==> src/rtl/multicycle_controller.sv <==
// multicycle_controller
//
// Moore-style sequencing FSM for the multicycle MIPS-subset datapath. One
// memory port is shared between instruction fetch and data access; the
// controller produces every mux select and write enable for the current
// cycle, runs a request/ready handshake with memory, stops in HALT on an
// unrecognised opcode and counts retired instructions.
//
// Ports
//   clk          clock, all state updates on the rising edge
//   reset        asynchronous, active-high; returns to RST and clears the count
//   opcode       instruction[31:26] from the instruction register
//   zero         ALU zero flag (branch resolution happens in the datapath
//                through PCWriteCond, so the FSM itself never branches on it)
//   mem_ready    memory completes the current request this cycle
//   mem_req      memory request (FETCH, MEMRD, MEMWR)
//   MemRead      memory read direction
//   MemWrite     memory write direction
//   IorD         memory address select: 0 = PC, 1 = ALU-out register
//   IRWrite      load the instruction register
//   PCWrite      unconditional PC load
//   PCWriteCond  PC load qualified by zero in the datapath
//   PCSource     00 ALU result, 01 ALU-out register, 10 jump target
//   ALUSrcA      0 = PC, 1 = register A
//   ALUSrcB      00 reg B, 01 constant 4, 10 sign-ext imm, 11 sign-ext imm<<2
//   ALUOp        00 add, 01 subtract, 10 funct-decoded
//   RegDst       register-file destination select (1 = rd)
//   RegWrite     register-file write enable
//   MemtoReg     register-file write data select (1 = memory)
//   retire       one-cycle pulse when an instruction completes
//   instr_count  retired-instruction count, wraps silently
//   halted       high while parked in HALT after an illegal opcode
//
// State   | meaning
// --------+-----------------------------------------------------------
// RST     | post-reset idle, all outputs low
// FETCH   | read instruction at PC, PC <= PC + 4 when memory answers
// DECODE  | compute branch target, dispatch on opcode
// MEMADR  | compute load/store effective address
// MEMRD   | data read at ALU-out address
// MEMWB   | write loaded data to rt, retire
// MEMWR   | data write at ALU-out address, retire when memory answers
// REXEC   | R-type ALU operation
// RWB     | write ALU result to rd, retire
// BEQ     | compare, conditional PC load to branch target, retire
// JMP     | PC <= jump target, retire
// HALT    | illegal opcode seen, only reset leaves

module multicycle_controller #(
    parameter int CNT_W = 16
) (
    input  logic             clk,
    input  logic             reset,
    input  logic [5:0]       opcode,
    input  logic             zero,
    input  logic             mem_ready,
    output logic             mem_req,
    output logic             MemRead,
    output logic             MemWrite,
    output logic             IorD,
    output logic             IRWrite,
    output logic             PCWrite,
    output logic             PCWriteCond,
    output logic [1:0]       PCSource,
    output logic             ALUSrcA,
    output logic [1:0]       ALUSrcB,
    output logic [1:0]       ALUOp,
    output logic             RegDst,
    output logic             RegWrite,
    output logic             MemtoReg,
    output logic             retire,
    output logic [CNT_W-1:0] instr_count,
    output logic             halted
);

    typedef enum logic [3:0] {
        RST    = 4'd0,
        FETCH  = 4'd1,
        DECODE = 4'd2,
        MEMADR = 4'd3,
        MEMRD  = 4'd4,
        MEMWB  = 4'd5,
        MEMWR  = 4'd6,
        REXEC  = 4'd7,
        RWB    = 4'd8,
        BEQ    = 4'd9,
        JMP    = 4'd10,
        HALT   = 4'd11
    } state_t;

    localparam logic [5:0] OP_RTYPE = 6'b000000;
    localparam logic [5:0] OP_J     = 6'b000010;
    localparam logic [5:0] OP_BEQ   = 6'b000100;
    localparam logic [5:0] OP_LW    = 6'b100011;
    localparam logic [5:0] OP_SW    = 6'b101011;

    state_t state;
    state_t state_next;

    logic unused_zero;
    assign unused_zero = zero;

    always_ff @(posedge clk or posedge reset) begin
        if (reset) begin
            state       <= RST;
            instr_count <= '0;
        end else begin
            state <= state_next;
            if (retire) begin
                instr_count <= instr_count + CNT_W'(1);
            end
        end
    end

    always_comb begin
        state_next = state;
        unique case (state)
            RST:    state_next = FETCH;
            FETCH:  if (mem_ready) state_next = DECODE;
            DECODE: begin
                unique case (opcode)
                    OP_LW, OP_SW: state_next = MEMADR;
                    OP_RTYPE:     state_next = REXEC;
                    OP_BEQ:       state_next = BEQ;
                    OP_J:         state_next = JMP;
                    default:      state_next = HALT;
                endcase
            end
            MEMADR: state_next = (opcode == OP_LW) ? MEMRD : MEMWR;
            MEMRD:  if (mem_ready) state_next = MEMWB;
            MEMWB:  state_next = FETCH;
            MEMWR:  if (mem_ready) state_next = FETCH;
            REXEC:  state_next = RWB;
            RWB:    state_next = FETCH;
            BEQ:    state_next = FETCH;
            JMP:    state_next = FETCH;
            HALT:   state_next = HALT;
            default: state_next = RST;
        endcase
    end

    // Outputs follow the state only, except the fetch/store completion
    // strobes which wait for the memory to accept the request.
    always_comb begin
        mem_req     = 1'b0;
        MemRead     = 1'b0;
        MemWrite    = 1'b0;
        IorD        = 1'b0;
        IRWrite     = 1'b0;
        PCWrite     = 1'b0;
        PCWriteCond = 1'b0;
        PCSource    = 2'b00;
        ALUSrcA     = 1'b0;
        ALUSrcB     = 2'b00;
        ALUOp       = 2'b00;
        RegDst      = 1'b0;
        RegWrite    = 1'b0;
        MemtoReg    = 1'b0;
        retire      = 1'b0;
        halted      = 1'b0;
        unique case (state)
            FETCH: begin
                mem_req = 1'b1;
                MemRead = 1'b1;
                ALUSrcB = 2'b01;
                IRWrite = mem_ready;
                PCWrite = mem_ready;
            end
            DECODE: begin
                ALUSrcB = 2'b11;
            end
            MEMADR: begin
                ALUSrcA = 1'b1;
                ALUSrcB = 2'b10;
            end
            MEMRD: begin
                mem_req = 1'b1;
                MemRead = 1'b1;
                IorD    = 1'b1;
            end
            MEMWB: begin
                RegWrite = 1'b1;
                MemtoReg = 1'b1;
                retire   = 1'b1;
            end
            MEMWR: begin
                mem_req  = 1'b1;
                MemWrite = 1'b1;
                IorD     = 1'b1;
                retire   = mem_ready;
            end
            REXEC: begin
                ALUSrcA = 1'b1;
                ALUOp   = 2'b10;
            end
            RWB: begin
                RegWrite = 1'b1;
                RegDst   = 1'b1;
                retire   = 1'b1;
            end
            BEQ: begin
                ALUSrcA     = 1'b1;
                ALUOp       = 2'b01;
                PCWriteCond = 1'b1;
                PCSource    = 2'b01;
                retire      = 1'b1;
            end
            JMP: begin
                PCWrite  = 1'b1;
                PCSource = 2'b10;
                retire   = 1'b1;
            end
            HALT: begin
                halted = 1'b1;
            end
            default: begin
            end
        endcase
    end

endmodule

==> config.mk <==
export PLATFORM = sky130hd
export DESIGN_NAME = multicycle_controller
export DESIGN_NICKNAME = d
export VERILOG_FILES = /design/src/rtl/multicycle_controller.sv
export SDC_FILE = /design/constraint.sdc
export NUM_CORES = 1
export LEC_CHECK = 0
export BUFFER_PORTS_ARGS = -buffer_cell sky130_fd_sc_hd__buf_2
export CAP_MARGIN = 20
export CORE_MARGIN = 2
export CORE_UTILIZATION = 40
export DETAILED_ROUTE_END_ITERATION = 8
export PLACE_DENSITY = 0.78
export REMOVE_ABC_BUFFERS = 1
export SLEW_MARGIN = 10
export SYNTH_ARGS = -nofsm -noshare
export SYNTH_HDL_FRONTEND = slang
export SYNTH_SLANG_ARGS = --single-unit
==> constraint.sdc <==
create_clock -name clk -period 1.9 [get_ports clk]
set_clock_uncertainty 0.2 [all_clocks]
set_input_delay 0.19 -clock clk [delete_from_list [all_inputs] [get_ports clk]]
set_output_delay 0.19 -clock clk [all_outputs]
set_load 0.005 [all_outputs]
==> After elaboration in Yosys (flattened, before gate mapping) <==
Cells that the tools add are included.
{ "word_totals": {"register_bits": 20, "inputBits": 10, "wordCells": 54} }
{ "classes": {"n_addsub": 1, "eq_ne": 18, "n_mux": 22, "n_reduce_logical": 11} }
{ "op_table": {"columns": ["operator", "count"], "rows": [
  ["case mux 4 bit (8 select lines)", 1],
  ["adder 16 x 1 -> 16 bit (second input constant)", 1],
  ["equality test 4 x 3 -> 1 bit (second input constant)", 4],
  ["equality test 4 bit (second input constant)", 4],
  ["case mux 4 bit (4 select lines)", 1],
  ["equality test 6 bit (second input constant)", 2],
  ["2-to-1 mux 4 bit", 3],
  ["2-to-1 mux 1 bit", 11],
  ["equality test 4 x 2 -> 1 bit (second input constant)", 2],
  ["case mux 2 bit (2 select lines)", 2],
  ["OR reduction 2 bit", 4],
  ["equality test 6 x 2 -> 1 bit (second input constant)", 1],
  ["equality test 6 x 3 -> 1 bit (second input constant)", 1],
  ["zero test 6 bit", 1],
  ["!= test 2 bit (second input constant)", 3],
  ["case mux 2 bit (3 select lines)", 1],
  ["OR reduction 3 bit", 2],
  ["OR reduction 5 bit", 1],
  ["equality test 4 x 1 -> 1 bit (second input constant)", 1],
  ["zero test 4 bit", 1],
  ["case mux 1 bit (2 select lines)", 2],
  ["OR reduction 4 bit", 1],
  ["AND reduction 3 bit", 1],
  ["2-to-1 mux 2 bit", 1]
]} }

==> Depth between registers and ports, before layout <==
Gate-level depths: netlist of run 1.
{ "logic_depth": {"ltp_word": 4, "depth_mapped": 5, "mapped_depth_nobuf": 4} }

==> Worst setup path before layout of run 1 <==
Ideal clock, no wire load.
{ "synth_timing": {"path_type": "reg2reg", "startpoint": "reg state[3]", "endpoint": "reg instr_count[15]", "arrival_time_ns": 1.349, "t_required_ns": 1.577, "slack_ns": 0.228, "path_stages_with_launch": 6, "path_buffers": 1, "synth_period_minus_slack_ns": 1.672, "path_cell_list": "dfrtp_1 buf_6 xnor2_2 nor4_4 nand4_1 xnor2_1"} }
{ "synth_between": {"elab_chain_len": 3, "elab_cells_between_ends": 7, "cone_classes": "5 x eq/ne; 1 x mux; 1 x reduce/logical"} }
{ "synth_rtl": {"columns": ["element", "line", "source"], "rows": [
  ["start: declaration", "97", "state_t state;"],
  ["start signal: assignment", "108", "state <= state_next;"],
  ["equality test 4 bit / equality test 4 x 3 -> 1 bit (equally long branches)", "161", "unique case (state)"],
  ["OR reduction 4 bit (no source line)", null, null],
  ["case mux 1 bit (2 select lines) (*)", "161", null],
  ["end signal: assignment", "110", "instr_count <= instr_count + CNT_W'(1);"],
  ["end: declaration", "72", "output logic [CNT_W-1:0] instr_count,"]
]} }
Mark *: on every way between the ends. The rest lies on a longest branch, timed or not.
A chain may end at the register's enable or synchronous reset.

==> Worst setup path after layout of run 1 <==
{ "layout_timing": {"startpoint": "reg state[1]", "endpoint": "out PCWrite"} }
{ "layout_between": {"elab_chain_len": 2, "elab_cells_between_ends": 3, "cone_classes": "2 x eq/ne; 1 x mux"} }
{ "layout_rtl": {"columns": ["element", "line", "source"], "rows": [
  ["equality test 4 bit / equality test 4 x 1 -> 1 bit (equally long branches)", "161", null],
  ["case mux 1 bit (2 select lines) (*)", "161", null],
  ["end: declaration", "62", "output logic PCWrite,"]
]} }
Marked as above.

==> flow_summary.json, run 1 <==
{
  "status": "finished, final reports clean",
  "post-route-worst-setup-slack_ns": 0.008797,
  "avgRoutedWirePerCell_um": 13.64,
  "clkSinkCount": 20,
  "p_sw_mw": 1.075,
  "avgViaCountPerCell": 5.369,
  "power_density_cells_nw_per_um2": 1424,
  "drv.max_cap_violation_count": 0,
  "gr-usage-all-layers_pct": 18.92,
  "post_route_cells_drive_above_1_share_pct": 50.50,
  "dieArea_um2": 3578,
  "timing.critical_path.to_type": "output port",
  "die_h_um": 59.82,
  "rows": 20,
  "setup_tns_ns": 0,
  "sequentialPowerShare_pct": 25.3,
  "nNetsFinal": 212,
  "initial_utilization_pct": 41.50,
  "layout.cell_area.non_filler_um2": 1844,
  "cts.path.max_buffers": 2,
  "route.detailed.drc": 0,
  "startpoint": "state[1]",
  "cell_area_placed_um2": 1548,
  "hold_start": "mem_ready",
  "place.port_buffers": 43,
  "drv_slew": 0,
  "finalCriticalPeriod_ns": 1.891,
  "floorplan.io_pins": 45,
  "tritoncts": "done",
  "synth-seq-area-share_pct": 40.16,
  "slew_headroom_pct": 72.76,
  "number_of_warnings_printed_during_yosys_synthesis": 0,
  "rr_startpoint": "state[3]",
  "power_report.internal_total_mw": 1.551,
  "cell_count_post_placement": 214,
  "clk_latency_ns": 0.31,
  "layout.cells.non_filler": 233,
  "route.antenna.remaining_nets": 0,
  "holdPathStages": 4,
  "timing.critical_path.fanout_max": 4,
  "tritoncts.num_buffers": 3,
  "clock.fmax_mhz": 528.8,
  "rsz0062_at_grt": "yes",
  "total_leakage_power_nw": 0.9436,
  "hold_class": "in2reg",
  "pre_cts_ws_ns": 0.1153,
  "detailroute.via_count": 1251,
  "setup_viol": 0,
  "die_width_um": 59.82,
  "number_of_standard_cells_after_synthesis": 134,
  "syn2layout_area_growth_pct": 47.99,
  "hold-worst-slack_ns": 0.07927,
  "first_global_vias": 1168,
  "post_synthesis_mean_instance_area_um2": 9.300,
  "htreeDepth": 1,
  "grt_max_degree": 21,
  "first_pass_grt_wire_length_um": 5188,
  "antenna_cells_inserted": 0,
  "antenna_found_initial": 0,
  "timing_worst_setup_path_type": "reg2out",
  "worst-slew-pin-transition_ns": 0.4022,
  "ir_drop_mv": 0.9194,
  "required_ns": 1.51,
  "count_of_state_elements_after_synthesis": 20,
  "netlist_area_before_placement_um2": 1246,
  "p_sw_share_pct": 40.94,
  "detail_route.first_pass.iterations": 4,
  "totalWireLength_um": 3178,
  "timing.reg2reg.worst_path_depth": 7,
  "clk_transition_reported_paths_ns": 0.13,
  "clock_power_share_pct": 9.7,
  "core_region_area_um2": 3003,
  "cts-root-buf": "sky130_fd_sc_hd__clkbuf_4",
  "critical_path_arrival_ns": 1.50,
  "post-dp-hpwl_um": 2099,
  "worstSetupStartpointType": "register",
  "combinationalPowerShare_pct": 64.9,
  "hold_violations": 0,
  "synth.distinct_cells": 37,
  "routabilityCongestion": 0.8389,
  "total_gr_overflow": 0,
  "finalCritPeriodShare_pct": 99.54,
  "drt_first_iter_violations": 46
}
## worst max-delay path, stage by stage, from the launching register on
cell and delay [ns]:
sky130_fd_sc_hd__dfrtp_2 0.47, sky130_fd_sc_hd__buf_6 0.13, sky130_fd_sc_hd__nor2b_4 0.12, sky130_fd_sc_hd__and3_4 0.14, sky130_fd_sc_hd__or2_4 0.22, sky130_fd_sc_hd__buf_6 0.11
## sequential cells by signal, summed over array words and instances, names as in the netlist
signal,count
instr_count,16
state,4
## cell usage in the layout, fill, tap and decap left out, drive strengths merged, types with 2 or more instances in the layout
cell    instances
o21ai           3
nor2b           3
nand4           5
clkbuf          5
and3            9
o311ai          2
a21oi           5
nand3           9
nor2           11
and2            3
xor2            3
inv             5
nand2b          5
or2             2
buf            68
nor3            5
xnor2          14
nor4            3
dfrtp          20
nand2           7
## power groups by stage
| stage | sequential (mW) | clock (mW) | combinational, mW |
|---|---|---|---|
| after global placement | 0.654 | 0 | 1.16 |
| final | 0.665 | 0.256 | 1.71 |
| after detailed placement | 0.658 | 0 | 1.18 |
| after floorplan | 0.715 | 0 | 0.623 |
| after global routing | 0.688 | 0.280 | 1.85 |
| after CTS | 0.647 | 0.259 | 1.38 |
## cell usage after synthesis, drive strengths merged
| cell | count | share of area [%] |
|---|---|---|
| clkbuf | 4 | 1.2 |
| xor2 | 3 | 2.1 |
| a21oi | 5 | 2.0 |
| nand3 | 9 | 3.6 |
| nand2 | 7 | 2.1 |
| nor2b | 3 | 1.5 |
| inv | 5 | 1.5 |
| o211ai | 1 | 0.60 |
| and3 | 9 | 4.5 |
| nor3 | 5 | 2.4 |
| nor4b | 1 | 1.9 |
| o211a | 1 | 0.80 |
| dfrtp | 20 | 40 |
| a31oi | 1 | 0.50 |
| or4 | 1 | 0.60 |
| xnor2 | 14 | 10 |
| buf | 4 | 2.4 |
| o21ai | 3 | 1.2 |
| o22ai | 1 | 0.50 |
| a211oi | 1 | 1.0 |
| o21a | 1 | 0.60 |
| or2 | 2 | 1.0 |
| o311ai | 2 | 1.4 |
| nand2b | 5 | 2.5 |
| nand4b | 1 | 0.70 |
| nand4 | 5 | 2.5 |
| and2 | 3 | 1.5 |
| nor4 | 3 | 2.7 |
| ha | 1 | 1.0 |
| a41oi | 1 | 0.70 |
| nor2 | 11 | 3.3 |
| mux2 | 1 | 0.90 |
## layout make-up
cell class / count / area, um2
sequential: 20 / 505.5
clock buffer: 4 / 36.28
timing repair buffer: 70 / 457.9
inverter: 5 / 18.77
multi-input combinational: 101 / 784.5
tap: 33 / 41.29
fill: 263 / 1159
## routing by layer
| metal | part of all wire [%] | GRT usage [%] | vias to the layer above |
|---|---|---|---|
| met5 | 0 | 0 | - |
| met4 | 2.1 | 7.619 | 0 |
| met3 | 5.6 | 2.814 | 6 |
| met2 | 49 | 33.07 | 45 |
| met1 | 43 | 23.06 | 601 |
| li1 | - | - | 599 |
## what timing repair did
item	CTS	global route
endpoints found under the setup margin	8	20
hold endpoints to repair	20	0
cloned	0	0
pin swaps	2	7
hold buffers	1	0
resized for setup	13	26
setup buffers	7	7
## final timing paths
path,endpoint,slack (ns)
max,PCWrite,0.009
min,state[2],0.08
max reg2reg,instr_count[15],0.09
min reg2reg,instr_count[15],0.28
max in group asynchronous,state[2],1.03
min in group asynchronous,state[1],0.23
## cells by family after synthesis
family / count (synthesis) / share of synthesized area, %
buf+inv: 13 / 5.120
compound gates: 17 / 9.338
simple gates: 65 / 30.92
mux: 1 / 0.9036
flops: 20 / 40.16
fa+ha+maj: 1 / 1.004
xor+xnor: 17 / 12.55
## metrics by stage
step / util, % / total power [mW]
after floorplan: - / 1.337
after global placement: 51.54 / 1.815
after detailed placement: 51.54 / 1.836
after CTS: 56.21 / 2.285
after global routing: 61.42 / 2.817
final: 61.42 / 2.626
(Power assumes the default switching activity.)
==> inputs of run 2 (changes only) <==
Clock period 1.9 ns to 1.94 ns, I/O delays scaled along.
==> run 2 against run 1 <==
Clock power fell by 6%; routed wire length rose by 1.8%; utilization fell by 2.1 points; hold slack improved by 0.0062 ns; sequential share of layout area rose by 0.91 points; first-iteration DRC count rose by 11%; sequential power fell by 2%; largest power group unchanged; highest routed layer unchanged.
==> flow_summary.json, run 2 (synthesized netlist as in run 1, its figures left out) <==
{
  "post-dp-hpwl_um": 2143,
  "area_taken_by_multi_input_logic_gates_um2": 739.5,
  "avgViaCountPerCell": 5.398,
  "cp_slowest_cell": "sky130_fd_sc_hd__dfrtp_1",
  "nNetsFinal": 210,
  "tritoncts.num_buffers": 3,
  "antenna_found_initial": 0,
  "die_h_um": 59.82,
  "htreeDepth": 1,
  "register_area_um2": 504.2,
  "worst-slew-pin-transition_ns": 0.4115,
  "rsz0062_at_grt": "yes",
  "post_route_cells_drive_above_1_share_pct": 46.97,
  "layout_commonest_cell": "sky130_fd_sc_hd__buf_2",
  "layout.core_utilization_pct": 59.29,
  "combinationalPowerShare_pct": 63.6,
  "finalCriticalPeriod_ns": 1.937,
  "worst_path_most_repeated_cell": "sky130_fd_sc_hd__buf_6",
  "slowest_delay_ns": 0.43,
  "reg_top3": "instr_count: 16 flops, state: 4 flops",
  "timing.critical_path.fanout_max": 6,
  "crit_family": "simple AND/OR/NAND/NOR gates",
  "power_mw": 2.457,
  "slew_headroom_pct": 72.43,
  "rows": 20,
  "required_ns": 1.55,
  "hold_violations": 0,
  "detailroute.via_count": 1247,
  "dieArea_um2": 3578,
  "critical_path_arrival_ns": 1.54,
  "cts-root-buf": "sky130_fd_sc_hd__clkbuf_4",
  "largest_register_ffs": 16,
  "core_region_area_um2": 3003,
  "place.port_buffers": 43,
  "total_leakage_power_nw": 0.9068,
  "grt_max_degree": 21,
  "syn2layout_area_growth_pct": 42.87,
  "status": "finished, final reports clean",
  "total_gr_overflow": 0,
  "drv_slew": 0,
  "first_pass_grt_wire_length_um": 5037,
  "p_sw_share_pct": 41.42,
  "power_density_cells_nw_per_um2": 1380,
  "tritoncts": "done",
  "timing_worst_setup_path_type": "reg2out",
  "finalCritPeriodShare_pct": 99.85,
  "antenna_cells_inserted": 0,
  "clock_power_share_pct": 9.8,
  "clkSinkCount": 20,
  "cts.path.max_buffers": 2,
  "avgRoutedWirePerCell_um": 14.00,
  "worst-path-buf-inv": 3,
  "totalWireLength_um": 3235,
  "drt_first_iter_violations": 51,
  "filler_cell_count": 262,
  "route.antenna.remaining_nets": 0,
  "power_report.internal_total_mw": 1.439,
  "sequentialPowerShare_pct": 26.6,
  "clock.fmax_mhz": 516.3,
  "pre_cts_ws_ns": 0.1541,
  "hold_class": "in2reg",
  "drv.max_cap_violation_count": 0,
  "die_width_um": 59.82,
  "p_sw_mw": 1.018,
  "regMostFlops": "instr_count",
  "clk_latency_ns": 0.29,
  "post-route-worst-setup-slack_ns": 0.002981,
  "mostFrequentLayoutCells": "sky130_fd_sc_hd__buf_2 (42), sky130_fd_sc_hd__buf_4 (20), sky130_fd_sc_hd__dfrtp_1 (17)",
  "clk_transition_reported_paths_ns": 0.11,
  "route.detailed.drc": 0,
  "detail_route.first_pass.iterations": 4,
  "worstSetupStartpointType": "register",
  "routabilityCongestion": 0.8657,
  "first_global_vias": 1154,
  "path_cells": "buf_6, inv_6, nor2_1, and3_1, or2_4, buf_6",
  "timing.critical_path.to_type": "output port",
  "floorplan.io_pins": 45,
  "gr-usage-all-layers_pct": 17.97,
  "initial_utilization_pct": 41.50,
  "setup_viol": 0,
  "ir_drop_mv": 0.8094
}
## run 2: changes by cell type in the layout (fill, tap and decap cells not counted), moves of 2 or more
cell                      previous run  this run
sky130_fd_sc_hd__nor2_4              2         0
sky130_fd_sc_hd__nor3_2              2         0
sky130_fd_sc_hd__nor2_2              1         3
sky130_fd_sc_hd__buf_4              17        20
sky130_fd_sc_hd__nor3_1              2         4
sky130_fd_sc_hd__buf_6               8         4
sky130_fd_sc_hd__nor2b_4             3         1
## run 2: power by group through the flow
stage	clock network [mW]	logic (mW)	registers (mW)
floorplan	0	0.610	0.700
global placement	0	1.12	0.652
detailed placement	0	1.14	0.659
CTS	0.245	1.33	0.645
global route	0.266	1.70	0.673
finish	0.240	1.56	0.655
## run 2: area by class of cell
type | count | area share [%]
tap | 33 | 2.319
multi-input combinational | 101 | 41.53
timing repair buffer | 68 | 24.46
inverter | 5 | 1.335
clock buffer | 4 | 2.038
sequential | 20 | 28.32
## run 2: what timing repair did
action                                  4_1_cts  5_1_grt
hold endpoints to repair                     20        0
hold buffers                                  1        0
pin swaps                                     2        2
endpoints found under the setup margin        9        9
setup buffers                                 6        9
gates resized for setup                      12       12
## run 2: layer usage
layer | global-route usage [%] | share of wire [%] | vias to the layer above
met5 | 0 | 0 | -
met2 | 32.14 | 51 | 45
met4 | 3.492 | 0.59 | 0
met3 | 2.814 | 6.0 | 4
li1 | - | - | 601
met1 | 22.76 | 42 | 597
## run 2: per-stage QoR
step                      hold slack (ns)  cell area [um2]  TNS, ns  cells
after floorplan                  -0.04217             1201        0    126
after global placement            0.03184             1538        0    211
after detailed placement          0.03320             1538        0    211
after CTS                         0.07520             1675        0    222
after global routing               0.1161             1780  -0.2204    231
final                             0.08542             1780        0    231
## run 2: worst reg2reg max path, cell delays in order (launching register included)
cell and delay [ns]:
sky130_fd_sc_hd__dfrtp_1 0.43, sky130_fd_sc_hd__buf_6 0.14, sky130_fd_sc_hd__and2_1 0.21, sky130_fd_sc_hd__nor4b_4 0.42, sky130_fd_sc_hd__nand4_1 0.16, sky130_fd_sc_hd__xnor2_1 0.15
## run 2: final timing paths
path | slack (ns) | from | depth (start not counted) | endpoint
max | 0.003 | state[0] | 6 | PCWrite
min | 0.09 | mem_ready | 4 | state[2]
max reg2reg | 0.11 | state[0] | 5 | instr_count[12]
min reg2reg | 0.29 | instr_count[15] | 1 | instr_count[15]
max in group asynchronous | 1.06 | reset | 4 | state[3]
min in group asynchronous | 0.25 | reset | 4 | instr_count[11]
